<file path="src/rtl/booth16_pkg.sv">
// Shared types and helpers for the radix-16 Booth sequential multiplier.
// Holds the FSM encoding, digit recoding and digit-count helper.
package booth16_pkg;

    typedef enum logic [2:0] {
        IDLE,
        PRECOMP,
        ACCUM,
        RESOLVE,
        DONE
    } state_t;

    typedef logic signed [3:0] digit_t;

    typedef struct packed {
        logic       neg;
        logic [3:0] mag;
    } recode_t;

    function automatic int digits(input int width);
        return width / 4;
    endfunction

    // win = {b[4i+3], b[4i+2], b[4i+1], b[4i], b[4i-1]}
    function automatic recode_t booth_recode(input logic [4:0] win);
        logic signed [4:0] d;
        recode_t           r;
        d     = $signed({win[4], win[4:1]}) + $signed({4'b0000, win[0]});
        r.neg = d[4];
        r.mag = d[4] ? 4'(-d) : d[3:0];
        return r;
    endfunction

endpackage

</file>
<file path="src/rtl/csa.sv">
// Bitwise 3:2 carry-save adder over WIDTH+3 bits.
// maj is returned unshifted; the caller places it one bit up.
module csa #(
    parameter int WIDTH = 8
) (
    input  logic [WIDTH+2:0] a,
    input  logic [WIDTH+2:0] b,
    input  logic [WIDTH+2:0] c,
    output logic [WIDTH+2:0] sum,
    output logic [WIDTH+2:0] maj
);

    assign sum = a ^ b ^ c;
    assign maj = (a & b) | (a & c) | (b & c);

endmodule

</file>
<file path="src/rtl/booth16_seq_ctrl.sv">
// Sequential signed multiplier: one radix-16 Booth digit per cycle,
// carry-save accumulation, single carry-propagate add at the end.
module booth16_seq_ctrl #(
    parameter int WIDTH = 8
) (
    input  logic                 clk_in,
    input  logic                 rst_in,
    input  logic                 start_in,
    output logic                 ready_out,
    input  logic [WIDTH-1:0]     multiplicand_in,
    input  logic [WIDTH-1:0]     multiplier_in,
    output logic [2*WIDTH-1:0]   product_out,
    output logic                 valid_out,
    input  logic                 ack_in
);

    import booth16_pkg::*;

    localparam int N  = digits(WIDTH);
    localparam int XW = WIDTH + 3;
    localparam int CW = $clog2(N) + 1;

    state_t               state;
    logic [WIDTH-1:0]     a_q;
    logic [WIDTH-1:0]     b_q;
    logic                 bprev_q;
    logic [XW-1:0]        m3_q;
    logic [XW-1:0]        m5_q;
    logic [XW-1:0]        m7_q;
    logic [XW-1:0]        sum_q;
    logic [XW-1:0]        cy_q;
    logic                 cin_q;
    logic [WIDTH-1:0]     plo_q;
    logic [2*WIDTH-1:0]   prod_q;
    logic [CW-1:0]        cnt_q;
    logic                 ready_q;
    logic                 valid_q;

    recode_t              rc;
    logic [XW-1:0]        ax;
    logic [XW-1:0]        mag_pp;
    logic [XW-1:0]        pp;
    logic [XW-1:0]        s;
    logic [XW-1:0]        mj;
    logic [XW:0]          cf;
    logic [4:0]           nib;
    logic [XW-1:0]        sum_nx;
    logic [XW-1:0]        cy_nx;
    logic [WIDTH-1:0]     hi;

    csa #(.WIDTH(WIDTH)) u_csa (
        .a   (sum_q),
        .b   (cy_q),
        .c   (pp),
        .sum (s),
        .maj (mj)
    );

    always_comb begin
        ax = {{3{a_q[WIDTH-1]}}, a_q};
        rc = booth_recode({b_q[3:0], bprev_q});
        case (rc.mag)
            4'd1:    mag_pp = ax;
            4'd2:    mag_pp = ax << 1;
            4'd3:    mag_pp = m3_q;
            4'd4:    mag_pp = ax << 2;
            4'd5:    mag_pp = m5_q;
            4'd6:    mag_pp = m3_q << 1;
            4'd7:    mag_pp = m7_q;
            4'd8:    mag_pp = ax << 3;
            default: mag_pp = '0;
        endcase
        pp = rc.neg ? ~mag_pp : mag_pp;
        // Carry kept one bit wider so the pair sums exactly, no wrap.
        cf     = {mj, rc.neg};
        nib    = {1'b0, s[3:0]} + {1'b0, cf[3:0]} + {4'b0000, cin_q};
        sum_nx = {{4{s[XW-1]}}, s[XW-1:4]};
        cy_nx  = {{3{cf[XW]}}, cf[XW:4]};
        hi     = sum_q[WIDTH-1:0] + cy_q[WIDTH-1:0] + WIDTH'(cin_q);
    end

    always_ff @(posedge clk_in) begin
        if (rst_in) begin
            state   <= IDLE;
            a_q     <= '0;
            b_q     <= '0;
            bprev_q <= 1'b0;
            m3_q    <= '0;
            m5_q    <= '0;
            m7_q    <= '0;
            sum_q   <= '0;
            cy_q    <= '0;
            cin_q   <= 1'b0;
            plo_q   <= '0;
            prod_q  <= '0;
            cnt_q   <= '0;
            ready_q <= 1'b1;
            valid_q <= 1'b0;
        end else begin
            case (state)
                IDLE: begin
                    if (start_in) begin
                        a_q     <= multiplicand_in;
                        b_q     <= multiplier_in;
                        ready_q <= 1'b0;
                        state   <= PRECOMP;
                    end
                end
                PRECOMP: begin
                    m3_q    <= ax + (ax << 1);
                    m5_q    <= ax + (ax << 2);
                    m7_q    <= (ax << 3) - ax;
                    sum_q   <= '0;
                    cy_q    <= '0;
                    cin_q   <= 1'b0;
                    plo_q   <= '0;
                    bprev_q <= 1'b0;
                    cnt_q   <= '0;
                    state   <= ACCUM;
                end
                ACCUM: begin
                    sum_q   <= sum_nx;
                    cy_q    <= cy_nx;
                    cin_q   <= nib[4];
                    plo_q   <= {nib[3:0], plo_q[WIDTH-1:4]};
                    bprev_q <= b_q[3];
                    b_q     <= {4'b0000, b_q[WIDTH-1:4]};
                    cnt_q   <= cnt_q + CW'(1);
                    if (cnt_q == CW'(N - 1)) begin
                        state <= RESOLVE;
                    end
                end
                RESOLVE: begin
                    prod_q  <= {hi, plo_q};
                    valid_q <= 1'b1;
                    state   <= DONE;
                end
                DONE: begin
                    if (ack_in) begin
                        valid_q <= 1'b0;
                        ready_q <= 1'b1;
                        state   <= IDLE;
                    end
                end
                default: begin
                    ready_q <= 1'b1;
                    valid_q <= 1'b0;
                    state   <= IDLE;
                end
            endcase
        end
    end

    assign ready_out   = ready_q;
    assign valid_out   = valid_q;
    assign product_out = prod_q;

endmodule

</file>
<file path="config.mk">
export PLATFORM = sky130hd
export DESIGN_NAME = booth16_seq_ctrl
export DESIGN_NICKNAME = d
export VERILOG_FILES = /design/src/rtl/booth16_pkg.sv /design/src/rtl/csa.sv /design/src/rtl/booth16_seq_ctrl.sv
export SDC_FILE = /design/constraint.sdc
export NUM_CORES = 1
export LEC_CHECK = 0
export ABC_AREA = 0
export CORE_ASPECT_RATIO = 0.6
export CORE_MARGIN = 1
export CORE_UTILIZATION = 45
export DETAILED_ROUTE_END_ITERATION = 12
export SKIP_LAST_GASP = 1
export SLEW_MARGIN = 40
export SYNTH_ARGS = -nofsm -noshare
export SYNTH_HDL_FRONTEND = slang
export SYNTH_HIERARCHICAL = 1
export SYNTH_SLANG_ARGS = --single-unit
</file>
<file path="constraint.sdc">
create_clock -name clk_in -period 5.64 [get_ports clk_in]
set_clock_uncertainty 0.05 [all_clocks]
set_input_delay 0.846 -clock clk_in [delete_from_list [all_inputs] [get_ports clk_in]]
set_output_delay 0.846 -clock clk_in [all_outputs]
set_load 0.01 [all_outputs]
</file>
# [Yosys cells after proc, flatten, opt, wreduce, memory -nomap -nowiden]
# Index checks and enable logic that the tools add are counted.
[op_classes] n_addsub=10 muxes=20 n_eq_ne=16 n_bitwise=10 n_reduce_logical=10
[op_table] cell="$pmux W11 S8" n=1
[op_table] cell="$pmux W11 S2" n=2
[op_table] cell="$and A11 B11 Y11" n=3
[op_table] cell="$pmux W8 S2" n=2
[op_table] cell="$or A11 B11 Y11" n=2
[op_table] cell="$xor A11 B11 Y11" n=2
[op_table] cell="$eq A4 B3 Y1 const B" n=4
[op_table] cell="$pmux W3 S5" n=1
[op_table] cell="$add A8 B10 Y11" n=1
[op_table] cell="$mux W11" n=1
[op_table] cell="$not A11 Y11" n=1
[op_table] cell="$sub A11 B11 Y11" n=1
[op_table] cell="$add A8 B9 Y10" n=1
[op_table] cell="$mux W3" n=3
[op_table] cell="$add A8 B1 Y8" n=1
[op_table] cell="$add A8 B8 Y8" n=1
[op_table] cell="$eq A4 B2 Y1 const B" n=2
[op_table] cell="$mux W8" n=1
[op_table] cell="$eq A3 B2 Y1 const B" n=2
[op_table] cell="$ne A2 B2 Y1 const B" n=3
[op_table] cell="$pmux W1 S3" n=2
[op_table] cell="$reduce_and A2 Y1" n=3
[op_table] cell="$reduce_and A3 Y1" n=2
[op_table] cell="$reduce_or A3 Y1" n=2
[op_table] cell="other kinds (17)" n=22
[word_totals] inputBits=20 regBits=104 wordCells=81 out_inout_bits=18

# [Logic depth before layout (Yosys ltp)]
# Gate-level depths: netlist (run 1).
[logic_depth] depth_word=13 depth_mapped=21

# [By module]
# Netlist (run 1), hierarchy kept.
[by_module_without_submodules] mod="booth16_seq_ctrl" area_per_inst_um2=5477.8 cells_per_inst=663 seq_area_each_um2=1841.8 instances=1
[by_module_without_submodules] mod="csa" area_per_inst_um2=220.2 cells_per_inst=11 seq_area_each_um2=0.0 instances=1

# [Worst setup path before layout (run 1)]
# OpenSTA, ideal clock, no wires.
[synth_timing] kind="reg2reg" startpoint="reg b_q[0]" endpoint="reg cin_q" setup_ns=0.132 stages_incl_launch_ff=21 t_required_ns=5.458 path_slack_ns=1.333 arrival_time_ns=4.125 synth_period_minus_slack_ns=4.307 path_cell_list="dfxtp_1 -> ha_1 -> buf_2 -> clkinv_1 -> ha_1 -> mux2_2 -> o22ai_2 -> nor2_2 -> nor2_1 -> mux2_2 -> nand2_1 -> xor2_1 -> fa_1 -> inv_1 -> fa_1 -> inv_1 -> fa_1 -> a21oi_1 -> nor2b_1 -> o21ai_0 -> a21oi_1"
[synth_via] elab_cells_between_ends=22 classes_between="4 x add/sub; 8 x eq/ne; 4 x mux; 6 x bitwise"
[synth_rtl] item="from (decl)" line="booth16_seq_ctrl.sv:25" source="logic [WIDTH-1:0] b_q;"
[synth_rtl] item="from (signal assigned)" line="booth16_seq_ctrl.sv:104" source="b_q <= multiplier_in;"
[synth_rtl] item="from (signal assigned)" line="booth16_seq_ctrl.sv:127" source="b_q <= {4'b0000, b_q[WIDTH-1:4]};"
[synth_rtl] item="$add A4 B2 Y5 *" line="booth16_pkg.sv:28" source="d = $signed({win[4], win[4:1]}) + $signed({4'b0000, win[0]});"
[synth_rtl] item="$neg A4 Y4" line="booth16_pkg.sv:30" source="r.mag = d[4] ? 4'(-d) : d[3:0];"
[synth_rtl] item="$mux W4" line="booth16_pkg.sv:30"
[synth_rtl] item="$eq A4 B4 Y1, or another cell as far along" line="booth16_seq_ctrl.sv:62" source="case (rc.mag)"
[synth_rtl] item="$pmux W11 S8" line="booth16_seq_ctrl.sv:62"
[synth_rtl] item="$not A11 Y11" line="booth16_seq_ctrl.sv:73" source="pp = rc.neg ? ~mag_pp : mag_pp;"
[synth_rtl] item="$mux W11 *" line="booth16_seq_ctrl.sv:73"
[synth_rtl] item="via pp[0]" line="booth16_seq_ctrl.sv:42" source="logic [XW-1:0] pp;"
[synth_rtl] item="$xor A11 B11 Y11 *" line="csa.sv:13" source="assign sum = a ^ b ^ c;"
[synth_rtl] item="via s[0]" line="booth16_seq_ctrl.sv:43" source="logic [XW-1:0] s;"
[synth_rtl] item="$add A4 B4 Y5 *" line="booth16_seq_ctrl.sv:76" source="nib = {1'b0, s[3:0]} + {1'b0, cf[3:0]} + {4'b0000, cin_q};"
[synth_rtl] item="$add A5 B1 Y5 *" line="booth16_seq_ctrl.sv:76"
[synth_rtl] item="$pmux W1 S2 *" line="booth16_seq_ctrl.sv:100" source="case (state)"
[synth_rtl] item="to (signal assigned)" line="booth16_seq_ctrl.sv:124" source="cin_q <= nib[4];"
[synth_rtl] item="to (decl)" line="booth16_seq_ctrl.sv:32" source="logic cin_q;"
# Mark *: on every way through the listed nets, which the timed path passes. The rest lies on a longest branch.
# A chain may end at the register's enable or synchronous reset.

# [Final worst setup path (run 1)]
[layout_timing] startpoint="reg b_q[0]" endpoint="reg plo_q[5]"
[layout_via] elab_cells_between_ends=22 classes_between="4 x add/sub; 8 x eq/ne; 4 x mux; 6 x bitwise"
[layout_rtl] item="$add A4 B2 Y5 *" line="booth16_pkg.sv:28"
[layout_rtl] item="$neg A4 Y4" line="booth16_pkg.sv:30"
[layout_rtl] item="$mux W4" line="booth16_pkg.sv:30"
[layout_rtl] item="$eq A4 B4 Y1, or another cell as far along" line="booth16_seq_ctrl.sv:62"
[layout_rtl] item="$pmux W11 S8" line="booth16_seq_ctrl.sv:62"
[layout_rtl] item="$not A11 Y11" line="booth16_seq_ctrl.sv:73"
[layout_rtl] item="$mux W11 *" line="booth16_seq_ctrl.sv:73"
[layout_rtl] item="via pp[0]" line="booth16_seq_ctrl.sv:42"
[layout_rtl] item="$xor A11 B11 Y11 *" line="csa.sv:13"
[layout_rtl] item="via s[0]" line="booth16_seq_ctrl.sv:43"
[layout_rtl] item="$add A4 B4 Y5 *" line="booth16_seq_ctrl.sv:76"
[layout_rtl] item="$add A5 B1 Y5 *" line="booth16_seq_ctrl.sv:76"
[layout_rtl] item="$pmux W8 S2 *" line="booth16_seq_ctrl.sv:100"
[layout_rtl] item="to (signal assigned)" line="booth16_seq_ctrl.sv:125" source="plo_q <= {nib[3:0], plo_q[WIDTH-1:4]};"
[layout_rtl] item="to (decl)" line="booth16_seq_ctrl.sv:33" source="logic [WIDTH-1:0] plo_q;"
# Marked as above.

==> impl_metrics.ini, run 1 <==
[status]
outcome = complete, no violations

[final_layout]
final_util = 0.529
finalNetCount = 758
area_growth_pct = 13.0
drive_gt1_frac = 0.0680
diodes = 0
final.fill_count = 1156

[global_route]
grt_pass1_vias = 4338
grt_usage = 0.233
overflow = 0
grt_first_pass_wirelength_um = 23500
antenna_found_initial = 0
grt_max_degree = 57

[timing]
worst_pin_slew_ns = 0.705
max_freq_ghz = 0.198
setup_viol = 0
finalMaxSlewViolations = 0
min_period_ns = 5.06
period_share = 0.897
rsz0062_at_grt = false
setup_tns_ns = 0
hold_viol_final = 0
hold-worst-slack_ns = 0.402
maxSlewHeadroom = 0.526

[setup_path]
path_cells = ha_1 > clkinv_1 > ha_1 > nor2b_1 > xor2_1 > a21o_1 > nor2_1 > mux2_2 > nand2_1 > xor2_1 > fa_1 > inv_1 > fa_1 > inv_1 > fa_1 > a22oi_1 > nor2_1
path_class = flop to flop
cp_slowest_cell = a21o_1
cp_common_cell = fa_1
path_delay_family = adder cells
critical_path_required_ns = 5.82
path_max_fanout = 18
cp_slowest_stage_delay_ns = 0.59
cp.depth = 17
critPathLaunch = b_q[0]$_SDFFE_PP0P_
r2r-end = plo_q[5]$_SDFFE_PP0P_
reg2regPathDepth = 17
cp-endpoint = plo_q[5]$_SDFFE_PP0P_
critPathBufInv = 3
worstSetupEndpointType = flop
r2r_slack_ns = 0.58
startpoint_type = flop
cp.arrival_ns = 5.23
r2r-start = b_q[0]$_SDFFE_PP0P_

[cts]
clk_pin_slew_worst_paths_ns = 0.07
cts_resized = 0
post_cts_buffers = 0
cts_tree = yes
clk_latency_ns = 0.35
cts-root-buf = clkbuf_16
htree_levels = 3
cts_made_buffers = 9
cts_sinks = 92
cts_hold_buf = 0
cts_buffer_depth = 2

[synthesis]
synthCells = 674
ys.flop_type = dfxtp_1
synth_cell_types = 70
yosysSeqAreaShare = 0.323
async_reset_ff_frac = 0
synth_area_mm2 = 0.00570
avgSynthCellArea_um2 = 8.45
synth_fp_nets = 746
synth_edf_count = 0
yosysWarnings = 6
ys_ff_latch = 92

[route]
wl_per_cell_um = 16.9
drt_iter0_markers = 294
vias_per_cell = 5.64
ant_nets = 0
dr.pass1.iters = 4
routed_wl_um = 14500
vias = 4825
drc = 0

[power_and_ir_drop]
power.leakage_nw = 2.45
ir_drop_v = 0.000166
p_per_area_mw_per_mm2 = 269

[floorplan]
dieArea_mm2 = 0.0131
core-area_mm2 = 0.0122
die_x_um = 147
die_h_um = 89.2
ios = 38
rows = 31
initial_core_util = 0.468

[job]
cap_violations = 0

[place]
gp_congestion = 1.05
dp_hpwl_um = 10800
port_buffers = 37

[min_path]
holdPathStages = 2
hold_path.class = flop to flop
## cell families after synthesis
logic type	share of synthesized area
xor gates and xnor gates	0.0569
buffers and inverters	0.0520
adders and majority gates	0.137
muxes	0.0259
AOI/OAI and AO/OA	0.217
and+or+nand+nor	0.188
DFF	0.323
## cell usage in the layout, fill, tap and decap left out, drive strengths merged, types with 8 or more instances in the layout
master | synthesis | routed
a21oi | 68 | 68
nor2 | 60 | 60
a22oi | 34 | 34
nor3 | 12 | 12
xor2 | 14 | 14
dfxtp | 92 | 92
ha | 35 | 35
nand2 | 95 | 95
fa | 17 | 17
inv | 29 | 32
o21ai | 10 | 10
nor2b | 8 | 8
clkdlybuf4s50 | 0 | 36
a21o | 10 | 10
mux2i | 8 | 8
xnor2 | 23 | 23
a211oi | 13 | 13
nand3 | 8 | 8
clkbuf | 31 | 9
## stage by stage
step	area, um^2	power [mW]	setup slack (ns)	instances
detailed placement	6150	1.14	0.651	840
global placement	6150	1.14	0.815	840
CTS	6440	1.74	0.620	856
floorplan	5700	1.04	1.33	674
finish	6440	1.73	0.583	856
global route	6440	1.83	0.227	856
## worst min path at each step
| stage | startpoint | endpoint | slack (ns) |
|---|---|---|---|
| finish | product_out[2]$_SDFFE_PP0P_ | product_out[2]$_SDFFE_PP0P_ | 0.40 |
| global route | product_out[6]$_SDFFE_PP0P_ | product_out[6]$_SDFFE_PP0P_ | 0.42 |
| CTS | m7_q[2]$_SDFFE_PP0P_ | m7_q[2]$_SDFFE_PP0P_ | 0.41 |
| detailed placement | product_out[0]$_SDFFE_PP0P_ | product_out[0]$_SDFFE_PP0P_ | 0.40 |
| global placement | product_out[0]$_SDFFE_PP0P_ | product_out[0]$_SDFFE_PP0P_ | 0.39 |
| floorplan | m7_q[7]$_SDFFE_PP0P_ | m7_q[7]$_SDFFE_PP0P_ | 0.38 |
## flip-flops by register name (all words and copies together) (netlist names)
register	count
a_q	8
b_q	8
bprev_q	1
cin_q	1
cnt_q	2
cy_q	8
m3_q	9
m5_q	9
m7_q	10
plo_q	8
product_out	16
ready_out	1
state	3
sum_q	7
valid_out	1
## synth_stat cells (11+ instances only)
cell type,instances,share of area
nand2_1,95,0.063
dfxtp_1,92,0.32
a21oi_1,67,0.059
nor2_1,59,0.039
ha_1,35,0.077
a22oi_1,34,0.045
clkbuf_1,31,0.020
inv_1,29,0.019
xnor2_1,23,0.035
fa_1,17,0.060
xor2_1,14,0.022
a211oi_1,13,0.017
nor3_1,11,0.0097
## power by group
group	switching (mW)	total, mW	internal, mW
clock network	0.286	0.597	0.310
registers	0.0554	0.739	0.683
logic	0.236	0.397	0.161
total	0.578	1.73	1.16
## tightest hold or removal path: stages (launching register included)
cell and delay [ns]:
dfxtp_1 0.31, nand2_1 0.05, a21oi_1 0.05
## final cells by class
| class | instances | area (um^2) | share of cell area |
|---|---|---|---|
| Clock buffer | 9 | 225 | 0.0350 |
| Sequential cell | 92 | 1840 | 0.286 |
| Clock inverter | 7 | 67.6 | 0.0105 |
| Multi-Input combinational cell | 510 | 3570 | 0.555 |
| Inverter | 30 | 113 | 0.0175 |
| Timing Repair Buffer | 43 | 413 | 0.0641 |
| Tap cell | 165 | 206 | 0.0321 |
## routing by layer
layer  vias up  routed length (um)  GRT usage
li1       2401                   -          -
met1      2280                7640      0.359
met2       137                5530      0.307
met3         7                1260     0.0821
met4         0                  75     0.0356
met5         -                   0          0
Power figures use the tool's default switching activity.
==> run 2, diff against run 1 <==
- ABC_AREA: 0 -> unset
- CTS_CLUSTER_SIZE: unset -> 14
==> results of run 2 <==
Same layout as run 1: the final DEF is identical, and so are final timing and power.
==> variant (settings of run 2) <==
The 5 states of `state_t` get a Gray code encoding in 3 bits.
--- a/src/rtl/booth16_pkg.sv
+++ b/src/rtl/booth16_pkg.sv
@@ -3,11 +3,11 @@
 package booth16_pkg;
 
     typedef enum logic [2:0] {
-        IDLE,
-        PRECOMP,
-        ACCUM,
-        RESOLVE,
-        DONE
+        IDLE    = 3'b000,
+        PRECOMP = 3'b001,
+        ACCUM   = 3'b011,
+        RESOLVE = 3'b010,
+        DONE    = 3'b110
     } state_t;
 
     typedef logic signed [3:0] digit_t;
Behaviour: same outputs for any inputs over 4 cycles, from zero or initial values and one cycle with rst_in high; so few cycles prove little.
==> variant against run 2 <==
Die area about the same. Final area barely moved. Sequential share of layout area about the same. Area after synthesis hardly changed. Sequential cell count unchanged. Synthesized cell count up 2.4%. Power up 4.1%. First-iteration DRC count up 27%. Global-route usage decreased by 0.12 points. Setup slack better by 0.58 ns. Routed wire length is 0.84% lower.
==> variant: results (changes against run 2) <==
stage,metric,value,unit,change
run_status,status,"complete, no violations",,
cells_and_area,nFillCells,1177,,+1.8%
global_routing,grt_util_all_layers,23.19,%,-0.12 points
global_routing,grt_pass1_wl,23.55,mm,+0.38%
cells_and_area,drive_gt1_share,6.356,%,-0.45 points
sta,fin_ws,1.161,ns,+0.5785 ns
clock_network,root_buffer,clkbuf_16,,
synthesis,synthTopCellsByCount,"nand2_1 (117), dfxtp_1 (92), a21oi_1 (89)",,
placed_design,dpl.hpwl,10.25,mm,-4.8%
synthesis,synth_compound_area_share,20.43,%,-1.3 points
critical_path,arrival,4.64,ns,-0.59 ns
global_routing,grt_max_degree,56,,-1.8%
routing,routed_wl,14.38,mm,-0.84%
synthesis,syn_nets,762,,+2.1%
synthesis,netlist-cell-type-count,62,,-11%
routing,drtIter0Drc,374,,+27%
synthesis,seq_area_frac_synth,32.34,%,about the same
critical_path,cp_max_fo,15,,-3
pwr,vdd_drop_max,181.7,µV,+9.4%
critical_path,reg2reg_depth,18,,+1
pwr,cellLeakagePower,2.419,nW,-1.3%
synthesis,synth_mux_area_share,2.351,%,-0.24 points
sta,worst_pin_slew,0.7139,ns,+0.008596 ns
routing,drt_pass1_iterations,5,,+1
routing,vias,4917,,+1.9%
critical_path,max_stage_delay,0.54,ns,-0.05 ns
synthesis,synth_xor_area_share,5.382,%,-0.31 points
hold_path,worstHoldEndpoint,product_out[11],,
critical_path,r2r_end,cin_q,,
synthesis,yosys-top-cells-area,"dfxtp_1 (32%), a21oi_1 (7.8%), nand2_1 (7.7%)",,
synthesis,synthAdderAreaFrac,13.66,%,about the same
global_routing,grt_pass1_vias,4569,,+5.3%
critical_path,crit_slowest_cell,ha_1,,
variant: changes by cell type in the layout (fill, tap and decap cells not counted), sizes merged, moves of 4 or more:
cell / run 2 / this run
a22oi: 34 / 11
nand2: 95 / 118
nand3: 8 / 29
a2111oi: 1 / 5
nand4: 6 / 1
nor2: 60 / 34
nor3: 12 / 18
a21oi: 68 / 89
variant: where the power goes:
group	total [mW]	internal [mW]	switching, mW
Clock	0.590	0.307	0.283
Combinational	0.452	0.180	0.272
Sequential	0.762	0.694	0.0678
Total	1.80	1.18	0.623
variant: metal layers:
metal  GRT usage, %  wire, µm  vias up  share of wire [%]
met5              0         0        -                  0
met4          5.342        87        0               0.61
met3          5.714       820        9                5.7
met2          32.46      5768      148                 40
met1          35.18      7703     2317                 54
li1               -         -     2443                  -
variant: cell type report:
class / instances / area, µm² / share of cell area [%]
inverters: 28 / 105.1 / 1.631
clock buffers: 9 / 225.2 / 3.496
well taps: 165 / 206.4 / 3.205
multi-input cells: 526 / 3571 / 55.43
flip-flops and latches: 92 / 1843 / 28.61
clock inverters: 7 / 56.30 / 0.8740
repair buffers: 46 / 435.4 / 6.759
variant: worst min-delay path, stage by stage (launching register included):
cell     delay (ns)
dfxtp_1        0.31
nand2_1        0.05
a21oi_1        0.05
variant: stage by stage:
step / util, % / total power [mW] / instance area [µm²] / hold slack [ns] / instances
4_1_cts: 52.90 / 1.813 / 6442 / 0.4021 / 873
5_1_grt: 52.90 / 1.904 / 6442 / 0.4232 / 873
3_3_place_gp: 50.48 / 1.211 / 6148 / 0.3908 / 857
2_1_floorplan: - / 1.090 / 5695 / 0.3774 / 690
3_5_place_dp: 50.59 / 1.221 / 6161 / 0.3936 / 857
6_report: 52.90 / 1.805 / 6442 / 0.3989 / 873
